<file path="src/rtl/seg7_scan_display.sv">
`default_nettype none
// ============================================================================
// Module      : seg7_scan_display
// Description : Multiplexed seven-segment scanner with a built-in refresh
//               divider, frame-synchronous (tear-free) data loading, per-digit
//               enable and decimal point, leading-zero blanking, a busy dash
//               mode and an anti-ghosting blank interval at the start of each
//               digit slot. All LED outputs are active-low.
// Ports       : clk, rst_n       - clock, asynchronous active-low reset
//               data_i           - 4*N_DIGITS hex nibbles, digit 0 rightmost
//               dp_i             - per-digit decimal point request (1 = lit)
//               digit_en_i       - per-digit enable (0 = dark)
//               load_i           - capture data_i/dp_i into pending register
//               blank_lz_i       - enable leading-zero blanking
//               busy_i           - show '-' on every enabled digit
//               led_en_o         - anode enables, one-hot-low when lit
//               seg_o            - cathodes {g,f,e,d,c,b,a}, active-low
//               dp_o             - decimal point cathode, active-low
//               frame_o          - one-cycle pulse after each frame wrap
// Revision    : 1.0 - initial release
// ============================================================================
module seg7_scan_display #(
  parameter int N_DIGITS  = 8,
  parameter int SCAN_DIV  = 100000,
  parameter int BLANK_CYC = 16
) (
  input  logic                    clk,
  input  logic                    rst_n,
  input  logic [4*N_DIGITS-1:0]   data_i,
  input  logic [N_DIGITS-1:0]     dp_i,
  input  logic [N_DIGITS-1:0]     digit_en_i,
  input  logic                    load_i,
  input  logic                    blank_lz_i,
  input  logic                    busy_i,
  output logic [N_DIGITS-1:0]     led_en_o,
  output logic [6:0]              seg_o,
  output logic                    dp_o,
  output logic                    frame_o
);

  localparam int DIV_W = (SCAN_DIV > 1) ? $clog2(SCAN_DIV) : 1;
  localparam int IDX_W = (N_DIGITS > 1) ? $clog2(N_DIGITS) : 1;

  localparam logic [DIV_W-1:0] c_div_last = DIV_W'(SCAN_DIV - 1);
  localparam logic [DIV_W-1:0] c_blank    = DIV_W'(BLANK_CYC);
  localparam logic [IDX_W-1:0] c_idx_last = IDX_W'(N_DIGITS - 1);
  localparam logic [6:0]       c_seg_off  = 7'h7F;
  localparam logic [6:0]       c_seg_dash = 7'h3F;

  logic [DIV_W-1:0]      r_div_cnt;
  logic [IDX_W-1:0]      r_idx;
  logic [4*N_DIGITS-1:0] r_pend_data;
  logic [N_DIGITS-1:0]   r_pend_dp;
  logic [4*N_DIGITS-1:0] r_shadow_data;
  logic [N_DIGITS-1:0]   r_shadow_dp;

  logic                  w_div_tc;
  logic                  w_wrap;
  logic [N_DIGITS-1:0]   w_lz;
  logic [N_DIGITS-1:0]   w_onehot;
  logic [3:0]            w_nib;
  logic                  w_sel_dp;
  logic                  w_sel_lz;
  logic                  w_sel_en;
  logic                  w_lit;
  logic                  w_zero_run;

  // Standard hex font, lowercase b and d, active-low {g,f,e,d,c,b,a}.
  function automatic logic [6:0] seg_decode(input logic [3:0] nib);
    case (nib)
      4'h0:    seg_decode = 7'h40;
      4'h1:    seg_decode = 7'h79;
      4'h2:    seg_decode = 7'h24;
      4'h3:    seg_decode = 7'h30;
      4'h4:    seg_decode = 7'h19;
      4'h5:    seg_decode = 7'h12;
      4'h6:    seg_decode = 7'h02;
      4'h7:    seg_decode = 7'h78;
      4'h8:    seg_decode = 7'h00;
      4'h9:    seg_decode = 7'h10;
      4'hA:    seg_decode = 7'h08;
      4'hB:    seg_decode = 7'h03;
      4'hC:    seg_decode = 7'h46;
      4'hD:    seg_decode = 7'h21;
      4'hE:    seg_decode = 7'h06;
      default: seg_decode = 7'h0E;
    endcase
  endfunction

  assign w_div_tc = (r_div_cnt == c_div_last);
  assign w_wrap   = w_div_tc && (r_idx == c_idx_last);

  // Leading-zero mask: walk from the most significant digit downwards while
  // every shadow nibble seen so far is zero. Digit 0 always stays visible,
  // and the dash mode overrides blanking.
  always_comb begin
    w_lz       = '0;
    w_zero_run = 1'b1;
    for (int k = N_DIGITS - 1; k >= 0; k--) begin
      w_zero_run = w_zero_run && (r_shadow_data[4*k +: 4] == 4'h0);
      w_lz[k]    = w_zero_run && (k != 0) && blank_lz_i && !busy_i;
    end
  end

  // Slot multiplexer written as a compare loop so non-power-of-two digit
  // counts never index past the vectors.
  always_comb begin
    w_onehot = '0;
    w_nib    = 4'h0;
    w_sel_dp = 1'b0;
    w_sel_lz = 1'b0;
    w_sel_en = 1'b0;
    for (int k = 0; k < N_DIGITS; k++) begin
      if (r_idx == IDX_W'(k)) begin
        w_onehot[k] = 1'b1;
        w_nib       = r_shadow_data[4*k +: 4];
        w_sel_dp    = r_shadow_dp[k];
        w_sel_lz    = w_lz[k];
        w_sel_en    = digit_en_i[k];
      end
    end
  end

  // The first BLANK_CYC cycles of every slot keep all anodes off so the
  // previous digit's cathode pattern cannot ghost onto the next anode.
  assign w_lit = w_sel_en && (r_div_cnt >= c_blank) && !w_sel_lz;

  always_ff @(posedge clk or negedge rst_n) begin
    if (!rst_n) begin
      r_div_cnt     <= '0;
      r_idx         <= '0;
      r_pend_data   <= '0;
      r_pend_dp     <= '0;
      r_shadow_data <= '0;
      r_shadow_dp   <= '0;
      led_en_o      <= '1;
      seg_o         <= c_seg_off;
      dp_o          <= 1'b1;
      frame_o       <= 1'b0;
    end else begin
      if (w_div_tc) begin
        r_div_cnt <= '0;
        r_idx     <= (r_idx == c_idx_last) ? '0 : r_idx + 1'b1;
      end else begin
        r_div_cnt <= r_div_cnt + 1'b1;
      end

      if (load_i) begin
        r_pend_data <= data_i;
        r_pend_dp   <= dp_i;
      end

      // Shadow only changes on the frame wrap; a load on that very edge
      // bypasses pending so it is not delayed by a whole frame.
      if (w_wrap) begin
        r_shadow_data <= load_i ? data_i : r_pend_data;
        r_shadow_dp   <= load_i ? dp_i   : r_pend_dp;
      end

      led_en_o <= w_lit ? ~w_onehot : '1;
      seg_o    <= !w_lit ? c_seg_off : (busy_i ? c_seg_dash : seg_decode(w_nib));
      dp_o     <= (w_lit && !busy_i) ? ~w_sel_dp : 1'b1;
      frame_o  <= w_wrap;
    end
  end

endmodule
`default_nettype wire

</file>
<file path="config.mk">
export PLATFORM = sky130hd
export DESIGN_NAME = seg7_scan_display
export DESIGN_NICKNAME = d
export VERILOG_FILES = /design/src/rtl/seg7_scan_display.sv
export SDC_FILE = /design/constraint.sdc
export NUM_CORES = 1
export LEC_CHECK = 0
export CAP_MARGIN = 40
export CORE_ASPECT_RATIO = 0.6
export CORE_MARGIN = 2
export CORE_UTILIZATION = 50
export CTS_CLUSTER_DIAMETER = 50
export DETAILED_ROUTE_END_ITERATION = 7
export GPL_TIMING_DRIVEN = 0
export PLACE_DENSITY = 0.76
export SYNTH_ARGS = -nofsm -noshare
export SYNTH_HDL_FRONTEND = slang
export SYNTH_SLANG_ARGS = --single-unit
</file>
<file path="constraint.sdc">
create_clock -name clk -period 2.8 [get_ports clk]
set_input_delay 0.28 -clock clk [delete_from_list [all_inputs] [get_ports clk]]
set_output_delay 0.28 -clock clk [all_outputs]
set_load 0.01 [all_outputs]
</file>
==> metrics <==
dpl hpwl=9772 um; I/O pins=70; Layout Cells excl Fill=715; Final Util=65.72%; clk buf depth=2; hold path start=load_i; DR vias/cell=5.656; total CTS buffers=17; drt drc=0; asr flop ratio synth=100.0%; Most used DFF post-synth=dfrtp_1; fin crit share=a little over nine tenths; Slew HR=a little under half; first-pass GRT wire length=22200 um; run status=completed; Net Switching=0.001014 W; remaining antenna violation count after routing=0; Max Clock Skew=7.831 ps; vias in the first global route=roughly 4200; antenna violations before repair=0; most common cell in the netlist=dfrtp_1; Crit path depth=12; die footprint=~12000 um^2; Antenna Cells=0; Mapped Area=5682 um^2; clock sinks=117; M1 wire length=about 6700 um; Crit path top cell by count=ha_1; CTS tree=yes; # nets final=625; Setup CP Type=flip-flop to flip-flop; Final Wtd Congestion=0.8792; Root Buffer=clkbuf_16; vias=4044; main combinational cell family by area after synthesis=multiplexers; CTS clock-pin slew for the worst setup and hold paths=approximately 60 ps; Post-synth top cells=dfrtp_1, mux2_2, nand2_1, nor2_1; Cell Chain, Critical Path=ha_2 > ha_1 > buf_6 > nor2b_1 > o31ai_2 > a32oi_2 > o21ai_4 > inv_2 > ha_1 > nor2_2 > a211oi_1 > nand3b_1; worst slew pin tran=792.2 ps; layout cell share with drive strength beyond 1=32.57%; met3 WL=880 um; DIE WIDTH=141.6 um; final WL=about 14000 um; Hold Fails Final Rpt=0; Synth Area in Adders=3.083%; H-tree Lvls=4; drt wl/cell=19.19 um; Synth top area share=44.48%; fin crit period=2712 ps; DRT iter0 DRCs=approximately 310; Worst Path Required=about 3100 ps; CP endpoint kind=flip-flop; Max Slew Vio Count=0; layout overhead on the synthesized area=29.38%; reg2reg path depth=12; First-pass DRT Iterations=6; Tot GR Track Use=24.04%; CP max FO=9; part of the power in combinational logic=between 7 and 8%; CP delay by family, top=compound AO/OA/AOI/OAI gates; Mapped Nets=530; leak pwr=3.192 nW; post-synthesis sequential area ratio=51.88%; Clock Latency Late Sink=~410 ps; core area=11190 um^2; met2 WL=roughly 5900 um; Net Sw Frac=22.89%; yosys warns=0; Cells after DPL=just under 700; fraction of power consumed by sequential logic=41.4%; Slowest cell on crit path=dfrtp_1; hold depth=2; Synth Area in Simple Gates=between 10% and 20%; pwr dens=602.8 nW/um^2; pin count of the biggest net entering global routing=64; Placement Rows=30; Synth Area per Inst=12.27 um^2; multiplexer area fraction after synthesis=around 17%; Compound-Gate Fraction of Synth Area=9.734%; max cap viols=0; register bit total from synthesis=between 100 and 150; data arrival time of the critical path=3010 ps; Post-synth EDFFs=0; Int Pwr=0.003417 W; Initial Util=50.79%; Max Clk Rate=~370 MHz; synth unique cells=60; CP max stage delay=430 ps; total gr overflow=0; share of total power in the clock network=50.8%; Max IR drop VDD=approximately 0.37 mV; final setup fails=0; HP Class=primary input to flip-flop; Top Metal Used=met4; Die Y=between 80 and 90 um; R2R Path Start=r_idx[0]; Startpoint Class=flip-flop; xor/xnor share of the synthesized area=2.312%; critical path startpoint=r_idx[0]; crit path buf inv count=2; I/O Buffers=68; cell accounting for the most synthesized area=dfrtp_1; top post-synthesis cells by area=dfrtp_1, mux2_2, dfstp_2; Mapped Cells=463
## layout make-up
type / count / area, um^2
timing repair buffer: 77 / 768.2
tap: 144 / 180.2
clock inverter: 14 / 175.2
buffer: 21 / 168.9
sequential: 117 / 2948
inverter: 20 / 80.08
multi-input combinational: 304 / 2591
fill: 833 / 3835
clock buffer: 18 / 439.2
## cells by family (layout without fill, tap and decap cells)
family                     count (synthesis)  count (layout)
AOI/OAI and AO/OA                         72              72
xor gates and xnor gates                  15              15
muxes                                     80              80
and+or+nand+nor                          123             123
adders and majority gates                 14              14
DFF                                      117             117
buffers and inverters                     42             150
## placed cells by master, fill, tap and decap left out, types with 4 or more instances in the layout
master,synthesis,layout
dfrtp_1,101,101
o211ai_1,4,4
buf_4,2,12
a21oi_1,18,17
o21ai_0,13,13
xnor2_1,7,7
clkbuf_16,0,17
o221ai_1,4,4
xor2_1,8,8
ha_1,14,9
nand3b_1,5,5
a211oi_1,4,4
mux2_2,58,58
nand2_1,39,39
nor2_1,21,19
inv_1,19,16
nor4_1,6,6
clkdlybuf4s50_1,0,67
clkinv_4,0,4
nor2b_1,8,8
nand3_1,17,17
mux2_4,19,19
ha_2,0,4
dfstp_2,16,16
buf_6,6,9
nor3_1,4,4
## power groups by stage
| stage | clock network [W] | registers, W | logic (W) |
|---|---|---|---|
| global route | 0.00235 | 0.00184 | 0.000380 |
| floorplan | 0 | 0.00185 | 0.000169 |
| finish | 0.00225 | 0.00183 | 0.000348 |
| detailed placement | 0 | 0.00186 | 0.000340 |
| global placement | 0 | 0.00186 | 0.000328 |
| CTS | 0.00227 | 0.00183 | 0.000347 |
## registers in the layout, indices dropped and copies added, names as in the netlist
register       flops
r_div_cnt         17
r_shadow_data     32
led_en_o           8
r_pend_dp          8
seg_o              7
r_idx              3
frame_o            1
r_pend_data       32
dp_o               1
r_shadow_dp        8
## metrics by stage
| step | setup WS [ps] | power, W | TNS (ps) | hold WS, ps | instance area, um^2 |
|---|---|---|---|---|---|
| detailed placement | -551.2 | 0.002201 | -2937 | 415.8 | 6568 |
| global placement | -2726 | 0.002185 | -299740 | 482.4 | 6543 |
| global route | -15.55 | 0.004570 | -15.55 | 483.6 | 7351 |
| finish | 88.36 | 0.004431 | 0 | 460.2 | 7351 |
| floorplan | 163.5 | 0.002018 | 0 | -15.59 | 5682 |
| CTS | 7.723 | 0.004452 | 0 | 450.4 | 7242 |
## layer usage
layer | track usage (%) | vias up
met2 | 36.05 | 155
met5 | 0 | -
met3 | 5.249 | 16
met1 | 35.08 | 2029
met4 | 8.000 | 0
li1 | - | 1844
## what timing repair did
item / CTS / global route
resized for setup: 14 / 19
buffers inserted: 1 / 6
hold endpoints to repair: 46 / 0
endpoints found under the setup margin: 7 / 6
hold buffers: 1 / 0
pin swaps: 1 / 4
## final timing paths
check	to	slack, ps
hold reg to reg	r_pend_data[23]	500
max in group asynchronous	seg_o[2]	1510
min in group asynchronous	r_pend_data[14]	490
setup / recovery	seg_o[1]	90
setup reg to reg	seg_o[1]	90
hold / removal	r_pend_data[1]	460
No activity file was read; power rests on OpenSTA's default activity.
